**src/rtl/machine_ws.sv**
```systemverilog
// machine_ws: CPU main control FSM with multi-beat fetch, wait-state timeout and resumable halt.
// Define MACHINE_WS_ICNT_EN to add the wrapping instr_cnt retired-instruction counter port.
module machine_ws #(
  parameter int FETCH_BEATS = 2,
  parameter int WAIT_MAX    = 15,
  parameter int WAIT_W      = 4,
  parameter int CNT_W       = 16
) (
  input  logic             clk,
  input  logic             rst_n,
  input  logic             ena,
  input  logic             zero,
  input  logic [2:0]       opcode,
  input  logic             mem_rdy,
  input  logic             resume,
  output logic             inc_pc,
  output logic             load_acc,
  output logic             load_pc,
  output logic             rd,
  output logic             wr,
  output logic             load_ir,
  output logic             data_ctrl_ena,
  output logic             halt,
  output logic             instr_done,
  output logic             bus_err
`ifdef MACHINE_WS_ICNT_EN
  ,
  output logic [CNT_W-1:0] instr_cnt
`endif
);

  typedef enum logic [3:0] {
    S_IDLE   = 4'd0,
    S_FETCH  = 4'd1,
    S_FINC   = 4'd2,
    S_DECODE = 4'd3,
    S_HALTED = 4'd4,
    S_RDOP   = 4'd5,
    S_ACC    = 4'd6,
    S_WSET   = 4'd7,
    S_WOP    = 4'd8,
    S_WHOLD  = 4'd9,
    S_JLD    = 4'd10,
    S_JINC   = 4'd11,
    S_SKIP   = 4'd12,
    S_DONE   = 4'd13,
    S_ERR    = 4'd14
  } state_t;

  localparam logic [2:0] OP_HLT  = 3'd0;
  localparam logic [2:0] OP_SKZ  = 3'd1;
  localparam logic [2:0] OP_ADD  = 3'd2;
  localparam logic [2:0] OP_ANDD = 3'd3;
  localparam logic [2:0] OP_XORR = 3'd4;
  localparam logic [2:0] OP_LDA  = 3'd5;
  localparam logic [2:0] OP_STO  = 3'd6;
  localparam logic [2:0] OP_JMP  = 3'd7;

  localparam logic [1:0]        LAST_BEAT  = 2'(FETCH_BEATS - 1);
  localparam logic [WAIT_W-1:0] WAIT_LIM   = WAIT_W'(WAIT_MAX);
  localparam bit                TIMEOUT_EN = (WAIT_MAX != 0);

  // Output vector order: inc_pc, load_acc, load_pc, rd, wr, load_ir, data_ctrl_ena, halt, instr_done, bus_err
  localparam logic [9:0] O_INC  = 10'b10_0000_0000;
  localparam logic [9:0] O_LACC = 10'b01_0000_0000;
  localparam logic [9:0] O_LPC  = 10'b00_1000_0000;
  localparam logic [9:0] O_RD   = 10'b00_0100_0000;
  localparam logic [9:0] O_WR   = 10'b00_0010_0000;
  localparam logic [9:0] O_LIR  = 10'b00_0001_0000;
  localparam logic [9:0] O_DCE  = 10'b00_0000_1000;
  localparam logic [9:0] O_HALT = 10'b00_0000_0100;
  localparam logic [9:0] O_DONE = 10'b00_0000_0010;
  localparam logic [9:0] O_BERR = 10'b00_0000_0001;

  state_t            r_state;
  logic [1:0]        r_beat;
  logic [1:0]        r_skip;
  logic [WAIT_W-1:0] r_wait;
  logic [9:0]        r_out;

  state_t            w_state_next;
  logic [1:0]        w_beat_next;
  logic [1:0]        w_skip_next;
  logic [WAIT_W-1:0] w_wait_next;
  logic [WAIT_W-1:0] w_wait_inc;
  logic              w_timeout;

  function automatic logic [9:0] decode_outputs(input state_t s);
    logic [9:0] v;
    v = '0;
    case (s)
      S_FETCH:  v = O_RD | O_LIR;
      S_FINC:   v = O_INC;
      S_HALTED: v = O_HALT;
      S_RDOP:   v = O_RD;
      S_ACC:    v = O_RD | O_LACC;
      S_WSET:   v = O_DCE;
      S_WOP:    v = O_WR | O_DCE;
      S_WHOLD:  v = O_DCE;
      S_JLD:    v = O_LPC;
      S_JINC:   v = O_LPC | O_INC;
      S_SKIP:   v = O_INC;
      S_DONE:   v = O_DONE;
      S_ERR:    v = O_BERR;
      default:  v = '0;
    endcase
    return v;
  endfunction

  // Saturating so a disabled timeout never wraps back through the limit.
  assign w_wait_inc = (&r_wait) ? r_wait : r_wait + 1'b1;
  assign w_timeout  = TIMEOUT_EN && (r_wait == WAIT_LIM);

  always_comb begin
    w_state_next = r_state;
    w_beat_next  = r_beat;
    w_skip_next  = r_skip;
    w_wait_next  = '0;
    case (r_state)
      S_IDLE: begin
        w_beat_next = '0;
        w_skip_next = '0;
        if (ena) w_state_next = S_FETCH;
      end
      S_FETCH: begin
        if (mem_rdy)        w_state_next = S_FINC;
        else if (w_timeout) w_state_next = S_ERR;
        else                w_wait_next  = w_wait_inc;
      end
      S_FINC: begin
        if (r_beat == LAST_BEAT) begin
          w_beat_next  = '0;
          w_state_next = S_DECODE;
        end else begin
          w_beat_next  = r_beat + 1'b1;
          w_state_next = S_FETCH;
        end
      end
      S_DECODE: begin
        w_skip_next = '0;
        case (opcode)
          OP_HLT:                          w_state_next = S_HALTED;
          OP_SKZ:                          w_state_next = zero ? S_SKIP : S_DONE;
          OP_ADD, OP_ANDD, OP_XORR, OP_LDA: w_state_next = S_RDOP;
          OP_STO:                          w_state_next = S_WSET;
          OP_JMP:                          w_state_next = S_JLD;
          default:                         w_state_next = S_IDLE;
        endcase
      end
      S_HALTED: begin
        // PC already points past the HLT, so resuming just fetches the next instruction.
        if (resume) begin
          w_beat_next  = '0;
          w_state_next = S_FETCH;
        end
      end
      S_RDOP: begin
        if (mem_rdy)        w_state_next = S_ACC;
        else if (w_timeout) w_state_next = S_ERR;
        else                w_wait_next  = w_wait_inc;
      end
      S_ACC:   w_state_next = S_DONE;
      S_WSET:  w_state_next = S_WOP;
      S_WOP: begin
        if (mem_rdy)        w_state_next = S_WHOLD;
        else if (w_timeout) w_state_next = S_ERR;
        else                w_wait_next  = w_wait_inc;
      end
      S_WHOLD: w_state_next = S_DONE;
      S_JLD:   w_state_next = S_JINC;
      S_JINC:  w_state_next = S_DONE;
      S_SKIP: begin
        if (r_skip == LAST_BEAT) begin
          w_skip_next  = '0;
          w_state_next = S_DONE;
        end else begin
          w_skip_next  = r_skip + 1'b1;
        end
      end
      S_DONE: begin
        w_beat_next  = '0;
        w_state_next = S_FETCH;
      end
      S_ERR:   w_state_next = S_ERR;
      default: begin
        w_beat_next  = '0;
        w_skip_next  = '0;
        w_state_next = S_IDLE;
      end
    endcase
    if (!ena) begin
      w_state_next = S_IDLE;
      w_beat_next  = '0;
      w_skip_next  = '0;
      w_wait_next  = '0;
    end
  end

  // Outputs are decoded from the next state and registered alongside it.
  always_ff @(posedge clk or negedge rst_n) begin
    if (!rst_n) begin
      r_state <= S_IDLE;
      r_beat  <= '0;
      r_skip  <= '0;
      r_wait  <= '0;
      r_out   <= '0;
    end else begin
      r_state <= w_state_next;
      r_beat  <= w_beat_next;
      r_skip  <= w_skip_next;
      r_wait  <= w_wait_next;
      r_out   <= decode_outputs(w_state_next);
    end
  end

  assign inc_pc        = r_out[9];
  assign load_acc      = r_out[8];
  assign load_pc       = r_out[7];
  assign rd            = r_out[6];
  assign wr            = r_out[5];
  assign load_ir       = r_out[4];
  assign data_ctrl_ena = r_out[3];
  assign halt          = r_out[2];
  assign instr_done    = r_out[1];
  assign bus_err       = r_out[0];

`ifdef MACHINE_WS_ICNT_EN
  logic [CNT_W-1:0] r_instr_cnt;

  always_ff @(posedge clk or negedge rst_n) begin
    if (!rst_n) begin
      r_instr_cnt <= '0;
    end else if (r_state == S_DONE) begin
      r_instr_cnt <= r_instr_cnt + CNT_W'(1);
    end
  end

  assign instr_cnt = r_instr_cnt;
`endif

endmodule

```
**config.mk**
```make
export PLATFORM = sky130hd
export DESIGN_NAME = machine_ws
export DESIGN_NICKNAME = d
export VERILOG_FILES = /design/src/rtl/machine_ws.sv
export SDC_FILE = /design/constraint.sdc
export NUM_CORES = 1
export LEC_CHECK = 0
export CAP_MARGIN = 40
export CORE_MARGIN = 2
export CORE_UTILIZATION = 57
export DETAILED_ROUTE_END_ITERATION = 10
export GPL_ROUTABILITY_DRIVEN = 0
export PLACE_DENSITY = 0.84
export SLEW_MARGIN = 20
export SYNTH_ARGS = -nofsm -noshare
export SYNTH_HDL_FRONTEND = slang
export SYNTH_SLANG_ARGS = --single-unit
```
**constraint.sdc**
```tcl
create_clock -name clk -period 3.4 [get_ports clk]
set_input_delay 0.68 -clock clk [delete_from_list [all_inputs] [get_ports clk]]
set_output_delay 0.68 -clock clk [all_outputs]
set_load 0.02 [all_outputs]
```
* Word-level counts from Yosys, hierarchy flattened
Memory sizes are Yosys's and may differ from the RTL's. A register that Yosys moved wholly into a read port is not among the register bits. Index checks and enable logic that the tools add are counted.
Operators by class: equality and inequality tests 28, reduce and logical (&&, ||, !) cells 11, add/sub/neg operators 3, muxes and demuxes 23
Operators by type and width (count):
- $mux 4 | 12
- $pmux 4 s12 | 1
- $eq 4x4->1 const B | 8
- $pmux 4 s5 | 1
- $eq 4x3->1 const B | 4
- $eq 3x3->1 const B | 4
- $mux 2 | 6
- $reduce_or 12->1 | 1
- $reduce_or 11->1 | 1
- $eq 4x2->1 const B | 2
- $eq 3x2->1 const B | 2
- $pmux 2 s3 | 1
- $reduce_or 3->1 | 2
- $ne 5x5->1 const B | 1
- $add 2x1->2 const B | 2
- $add 4x1->4 const B | 1
- $eq 2x1->1 const B | 2
- $eq 4x1->1 const B | 1
- $logic_not 4->1 | 1
- $ne 2x2->1 const B | 2
- $pmux 2 s2 | 1
- $reduce_and 4->1 | 1
- $reduce_or 4->1 | 1
- $eq 3x1->1 const B | 1
- other kinds (6) | 6
Word-level totals: output and inout port bits 10, logic and storage cells 70, ROM bits 160, memories 1, bits in registers 12, bits of input ports 9
Memory list:
- (name not given) | words 16, bits a word 10, read ports 1, clocked after memory_dff 1, wr ports 0, line 91 | case (s)

* Depth between registers and ports, before layout
Gate-level depths: netlist of run 1.
depth after elaboration 6, gate-level depth with buffers 10, depth with buffers taken out 9

* Least setup slack after synthesis of run 1
OpenSTA, ideal clock, no wires.
path type input to register, start point input opcode[1], end point register r_out[6], stages 5, setup time 0.096 ns, arrival 2.212 ns, required time 3.304 ns, path buffers 0, setup slack 1.092 ns, cell sequence ha_1 o311a_1 o31ai_1 ha_1 o32ai_2
On the way: longest elaborated chain between the ends 5, elaborated cells between the ends (all ways) 12, those cells by class eq/ne (7); mux (3); reduce/logical (2)
Ends and longest elaborated chain:
- start: declaration | line 13 | input logic [2:0] opcode,
- $eq 3x2->1 or $eq 3x3->1 (tied branches) | line 141 | case (opcode)
- $reduce_or 4->1 | line 141
- $pmux 4 s5 * | line 141
- $pmux 4 s12 * | line 119 | case (r_state)
- $mux 4 * | line 191 | if (!ena) begin
- end: declaration | line 79 | logic [9:0] r_out;
Every way passes the cells marked *; elsewhere a longest branch is shown, timed or not. A chain may end at the register's enable or synchronous reset.

* Worst setup path after layout of run 1
start point register r_state[3], end point register r_out[9]
On the way: longest elaborated chain between the ends 4, elaborated cells between the ends (all ways) 25, those cells by class eq/ne (14); mux (8); reduce/logical (3)
Ends and longest elaborated chain:
- start: declaration | line 75 | state_t r_state;
- start signal: assignment | line 208 | r_state <= w_state_next;
- $eq 4x4->1, or another cell as far along | line 119
- $reduce_or 3->1 (no source line) or $reduce_or 2->1 (tied branches)
- $pmux 4 s12 * | line 119
- $mux 4 * | line 191
- named net w_state_next[1] | line 81 | state_t w_state_next;
Mark *: on every way through the listed nets, which the timed path passes. The rest lies on a longest branch.

==> impl_metrics.json, run 1 <==
{
  "grt_pass1_wl_mm": 4.49,
  "cp_top_family": "simple AND/OR/NAND/NOR gates",
  "power_switching_w": 0.000144,
  "dp_hpwl_mm": 1.97,
  "fin_ws_ps": 826,
  "p_int_w": 0.000425,
  "syn_to_final_growth_pct": 19.2,
  "ir_drop_v": 0.000366,
  "synth_seq_cells": 22,
  "io_pins": 19,
  "cts.htree.levels": 1,
  "grt_pass1_vias": 990,
  "finalSetupViolations": 0,
  "fin_nets": 174,
  "fin_crit_sh": 0.757,
  "fin_util": 0.713,
  "worst-path-buf-inv": 0,
  "dr.pass1.iters": 4,
  "synth_edf_count": 0,
  "critical_path.max_stage_delay_ps": 710,
  "grt_usage": 0.227,
  "criticalPathCategory": "flip-flop to flip-flop",
  "row_count": 17,
  "drt_iter0_markers": 14,
  "io_buffer_count": 18,
  "dieArea_um2": 2720,
  "cap_violations": 0,
  "cts_hold_buffers": 0,
  "finalWirelength_mm": 2.75,
  "dp_slack_ps": 506,
  "hold_ws_ps": 494,
  "syn_inst": 139,
  "ctsResizeCount": 0,
  "path_clk_slew_ps": 130,
  "synth_ff_type": "dfrtp_1",
  "maxSlewViolCount": 0,
  "synthArstFlopShare": 1.00,
  "yosys_warnings": 0,
  "synth_nets": 155,
  "viasPerCell": 5.73,
  "cts-buffers-inserted": 3,
  "insertedDiodeCount": 0,
  "clock_latency_ps": 310,
  "clock.fmax_mhz": 388,
  "initial_core_util": 0.598,
  "slew_headroom": 0.613,
  "grt_max_degree": 19,
  "route.detailed.drc": 0,
  "root_buffer": "clkbuf_4",
  "grt_remaining_overflow": 0,
  "rsz0062_at_grt": "no",
  "period_needed_ps": 2570,
  "coreArea_um2": 2210,
  "fin_setup_tns_ps": 0,
  "synth.distinct_cells": 43,
  "postCtsSetupBuffers": 0,
  "finalHoldViolations": 0,
  "postRouteAntennaNets": 0,
  "hold_class": "flip-flop to flip-flop",
  "cts_sinks": 22,
  "critPathCaptureType": "flip-flop",
  "critPathMostFrequentCell": "nor2_1",
  "required_ps": 3630,
  "wl_per_cell_um": 14.9,
  "arrival_ps": 2800,
  "die_y_um": 52.2,
  "run_status": "finished, final reports clean",
  "crit_slowest_cell": "dfrtp_1",
  "clockPowerShare": 0.358,
  "place_area_um2": 1530,
  "worst_slew_pin_slew_ps": 580,
  "drive_above_1_share": 0.0955,
  "postLayoutCellArea_um2": 1580,
  "syn_area_um2": 1320,
  "antenna_found_initial": 0,
  "p_comb_frac": 0.152,
  "switching_share": 0.253,
  "pwr-share-seq": 0.490,
  "leakage_nw": 0.706,
  "tritoncts": "done",
  "path_max_fanout": 18,
  "syn_avg_cell_area_um2": 9.52,
  "startpoint_type": "flip-flop",
  "clk_path_buf_depth": 2,
  "clock_skew_ps": 4.04,
  "num_vias": 1060,
  "yosysSeqAreaShare": 0.416,
  "power_density_nw_per_um2": 361,
  "cp_cell_sequence": "or3b_4 > nor2_1 > nor2_1 > o311ai_2 > and2_1 > ha_1 > mux2i_1 > o32ai_1",
  "die_w_um": 52.2
}
[flip-flops by register name, indices dropped and copies added (netlist names)]
| register | cells |
|---|---|
| r_state | 4 |
| r_out | 10 |
| r_wait | 4 |
| r_beat | 2 |
| r_skip | 2 |
[worst reg2reg max path: cells and delay by family (launching register included)]
family | cells | cell delay (ps)
and+or+nand+nor | 4 | 870
DFF | 1 | 710
AOI/OAI and AO/OA | 2 | 630
adders and majority gates | 1 | 190
muxes | 1 | 80
[cell usage in the layout (no fill, tap or decap), types with 2 or more instances in the layout]
cell	count
dfrtp_1	22
nor2_1	19
clkdlybuf4s50_1	18
nand2_1	12
o21ai_0	7
inv_1	7
ha_1	7
nor3_1	5
and3_1	4
a21oi_1	4
nor3b_1	3
and2_1	3
nand2b_1	3
clkbuf_4	3
nor2b_1	2
nand3b_1	2
a31oi_1	2
o31ai_1	2
nand4b_1	2
o32ai_1	2
nor4_1	2
nand3_1	2
xor2_1	2
o211ai_1	2
[synth_stat cells (3+ instances only)]
cell type,count,area (µm²)
ha_1,7,87.6
nor3_1,5,25.0
nand2b_1,3,18.8
inv_1,7,26.3
a21oi_1,4,20.0
and3_1,4,25.0
and2_1,3,18.8
nor2_1,19,71.3
dfrtp_1,22,551
nand2_1,12,45.0
nor3b_1,3,22.5
o21ai_0,7,35.0
[final cells by class]
type | instances | area [µm²]
Multi-Input combinational cell | 105 | 718
Fill cell | 178 | 634
Sequential cell | 22 | 551
Timing Repair Buffer | 19 | 195
Tap cell | 28 | 35.0
Clock inverter | 1 | 30.0
Inverter | 7 | 26.3
Clock buffer | 3 | 22.5
[metal layers]
metal,global-route usage,share of wire,up-vias
met3,0.0343,0.026,5
met1,0.310,0.50,506
met4,0.0897,0.015,0
li1,-,-,536
met2,0.363,0.46,13
met5,0,0,-
[per-stage QoR]
stage                     std cells  power, W
after global placement          180  0.000364
after floorplan                 139  0.000333
after global routing            185  0.000591
final                           185  0.000569
after CTS                       185  0.000570
after detailed placement        181  0.000369
[final timing paths]
path / from / to / slack, ps / cells after the start
setup / recovery: r_state[3] / r_out[9] / 830 / 8
hold / removal: r_wait[0] / r_wait[0] / 490 / 1
setup reg to reg: r_state[3] / r_out[9] / 830 / 8
hold reg to reg: r_wait[0] / r_wait[0] / 490 / 1
max in group asynchronous: rst_n / r_wait[0] / 2370 / 2
min in group asynchronous: rst_n / r_out[8] / 610 / 1
[power by group through the flow]
stage / Clock [W] / Sequential (W) / Combinational [W]
2_1_floorplan: 0 / 0.000282 / 0.0000506
3_3_place_gp: 0 / 0.000283 / 0.0000816
3_5_place_dp: 0 / 0.000283 / 0.0000856
4_1_cts: 0.000205 / 0.000278 / 0.0000869
5_1_grt: 0.000215 / 0.000280 / 0.0000959
6_report: 0.000204 / 0.000279 / 0.0000865
[cells by family after synthesis]
family | Yosys count | synth area share
simple gates | 65 | 0.265
compound gates | 29 | 0.184
flops | 22 | 0.416
buf+inv | 12 | 0.0416
fa+ha+maj | 7 | 0.0662
xor+xnor | 3 | 0.0199
mux | 1 | 0.00756
Power figures use the tool's default switching activity.
==> inputs of run 2 (changes only) <==
--- a/config.mk
+++ b/config.mk
@@ -7,10 +7,10 @@
 export LEC_CHECK = 0
 export CAP_MARGIN = 40
 export CORE_MARGIN = 2
-export CORE_UTILIZATION = 57
+export CORE_UTILIZATION = 48
 export DETAILED_ROUTE_END_ITERATION = 10
 export GPL_ROUTABILITY_DRIVEN = 0
-export PLACE_DENSITY = 0.84
+export PLACE_DENSITY = 0.76
 export SLEW_MARGIN = 20
 export SYNTH_ARGS = -nofsm -noshare
 export SYNTH_HDL_FRONTEND = slang
==> constraint.sdc (replaced) <==
create_clock -name clk -period 2.26 [get_ports clk]
set_input_delay 0.452 -clock clk [delete_from_list [all_inputs] [get_ports clk]]
set_output_delay 0.452 -clock clk [all_outputs]
set_load 0.02 [all_outputs]
==> impl_metrics.json, run 2 (synthesis results as in run 1) <==
{
  "critical_path.max_stage_delay_ps": 470,
  "rr_startpoint": "r_wait[1]",
  "leakage_nw": 0.800,
  "place_area_um2": 1650,
  "syn_to_final_growth_pct": 31.6,
  "grt_usage": 0.210,
  "crit_slowest_cell": "clkdlybuf4s50_1",
  "clock_latency_ps": 320,
  "top_register": "r_out",
  "drt_iter0_markers": 33,
  "cts.htree.levels": 1,
  "finalHoldViolations": 0,
  "final_cell_mix": "dfrtp_1 (22), buf_4 (20), nor2_1 (16), clkdlybuf4s50_1 (16), nand2_1 (12)",
  "fin_crit_sh": 0.975,
  "root_buffer": "clkbuf_4",
  "fin_ws_ps": 56.8,
  "fin_cells": 207,
  "dp_hpwl_mm": 2.24,
  "hold_class": "input port to async pin",
  "tritoncts": "done",
  "worst_slew_pin_slew_ps": 403,
  "largest_register_ffs": 10,
  "row_count": 19,
  "clock.fmax_mhz": 454,
  "cts-buffers-inserted": 3,
  "grt_pass1_wl_mm": 5.24,
  "die_w_um": 56.5,
  "required_ps": 2480,
  "dr.pass1.iters": 4,
  "viasPerCell": 5.55,
  "fin_setup_tns_ps": 0,
  "io_pins": 19,
  "total_power_w": 0.000807,
  "arrival_ps": 2430,
  "cts_sinks": 22,
  "crit_end": "r_out[6]",
  "io_buffer_count": 18,
  "cp.depth": 8,
  "startpoint_type": "input port",
  "grt_remaining_overflow": 0,
  "maxSlewViolCount": 0,
  "grt_pass1_vias": 1137,
  "path_max_fanout": 3,
  "criticalPathCategory": "input port to flip-flop",
  "worst-path-buf-inv": 2,
  "crit_start": "opcode[0]",
  "period_needed_ps": 2200,
  "layout_commonest_cell": "dfrtp_1",
  "antenna_found_initial": 0,
  "dp_slack_ps": -380,
  "die_y_um": 56.5,
  "cap_violations": 0,
  "critPathCaptureType": "flip-flop",
  "slew_headroom": 0.731,
  "path_clk_slew_ps": 130,
  "postRouteAntennaNets": 0,
  "wl_per_cell_um": 15.0,
  "route.detailed.drc": 0,
  "placed_cells": 201,
  "num_vias": 1148,
  "clk_path_buf_depth": 2,
  "clock_skew_ps": 12.9,
  "finalSetupViolations": 0,
  "r2r_end": "r_out[6]",
  "cp_cell_sequence": "clkdlybuf4s50_1 > or3b_4 > nor2_2 > o311a_1 > o31ai_2 > buf_4 > ha_1 > o32ai_2",
  "r2r_setup_slack_ps": 120,
  "drive_above_1_share": 0.239,
  "run_status": "finished, final reports clean",
  "fin_nets": 193,
  "ir_drop_v": 0.000371,
  "cp_top_family": "buffers and inverters",
  "insertedDiodeCount": 0,
  "top_regs": "r_out: 10 flops, r_state: 4 flops, r_wait: 4 flops",
  "worstRegToRegCells": 9,
  "postLayoutCellArea_um2": 1740,
  "grt_max_degree": 23,
  "initial_core_util": 0.493,
  "finalWirelength_mm": 3.10,
  "coreArea_um2": 2690,
  "dieArea_um2": 3190,
  "power_density_nw_per_um2": 463
}
run 2: repair_timing:
action	in CTS	in global routing
buffers inserted	2	0
pin swaps	3	3
hold buffers	0	0
setup endpoints to repair	2	7
resized for setup	3	10
run 2: area by class of cell:
| class | instances | area, µm² |
|---|---|---|
| Sequential cell | 22 | 551 |
| Timing Repair Buffer | 38 | 335 |
| Clock buffer | 4 | 36.3 |
| Multi-Input combinational cell | 105 | 754 |
| Tap cell | 31 | 38.8 |
| Inverter | 7 | 26.3 |
| Fill cell | 223 | 945 |
run 2: metrics by stage:
step | util | hold slack [ps]
floorplan | - | 156
CTS | 0.635 | 469
detailed placement | 0.614 | 480
global route | 0.648 | 498
finish | 0.648 | 460
global placement | 0.614 | 461
run 2: worst min-delay path by stage:
stage,startpoint,endpoint,slack [ps]
final,rst_n,r_state[2],460
after global routing,rst_n,r_state[2],500
after CTS,rst_n,r_wait[1],470
after detailed placement,r_beat[1],r_beat[1],480
after global placement,r_wait[0],r_wait[0],460
after floorplan,rst_n,r_beat[0],160
run 2: power breakdown:
part           internal [W]  switching [W]
registers          0.000404     0.00000576
logic             0.0000824      0.0000941
clock network     0.0000985       0.000122
run 2: worst register-to-register path, delay by kind of cell (launching register included):
kind	cells	cell delay [ps]
flip-flops	1	390
buffers and inverters	1	160
AND/OR/NAND/NOR	3	360
adder cells (fa/ha/maj)	2	450
AO/OA/AOI/OAI	3	700
run 2: metal layers:
layer  GRT usage  wire (µm)  up-vias  share of wire
li1            -          -      572              -
met1       0.274       1390      552           0.45
met2       0.355       1590       19           0.51
met3      0.0300         76        5          0.025
met4      0.0714         46        0          0.015
met5           0          0        -              0
==> inputs of run 3 (changes only) <==
--- a/config.mk
+++ b/config.mk
@@ -10,6 +10,7 @@
 export CORE_UTILIZATION = 48
 export DETAILED_ROUTE_END_ITERATION = 10
 export GPL_ROUTABILITY_DRIVEN = 0
+export HOLD_SLACK_MARGIN = 0.06
 export PLACE_DENSITY = 0.76
 export SLEW_MARGIN = 20
 export SYNTH_ARGS = -nofsm -noshare
==> results of run 3 <==
No change in the layout: final DEF, timing and power equal those of run 2.
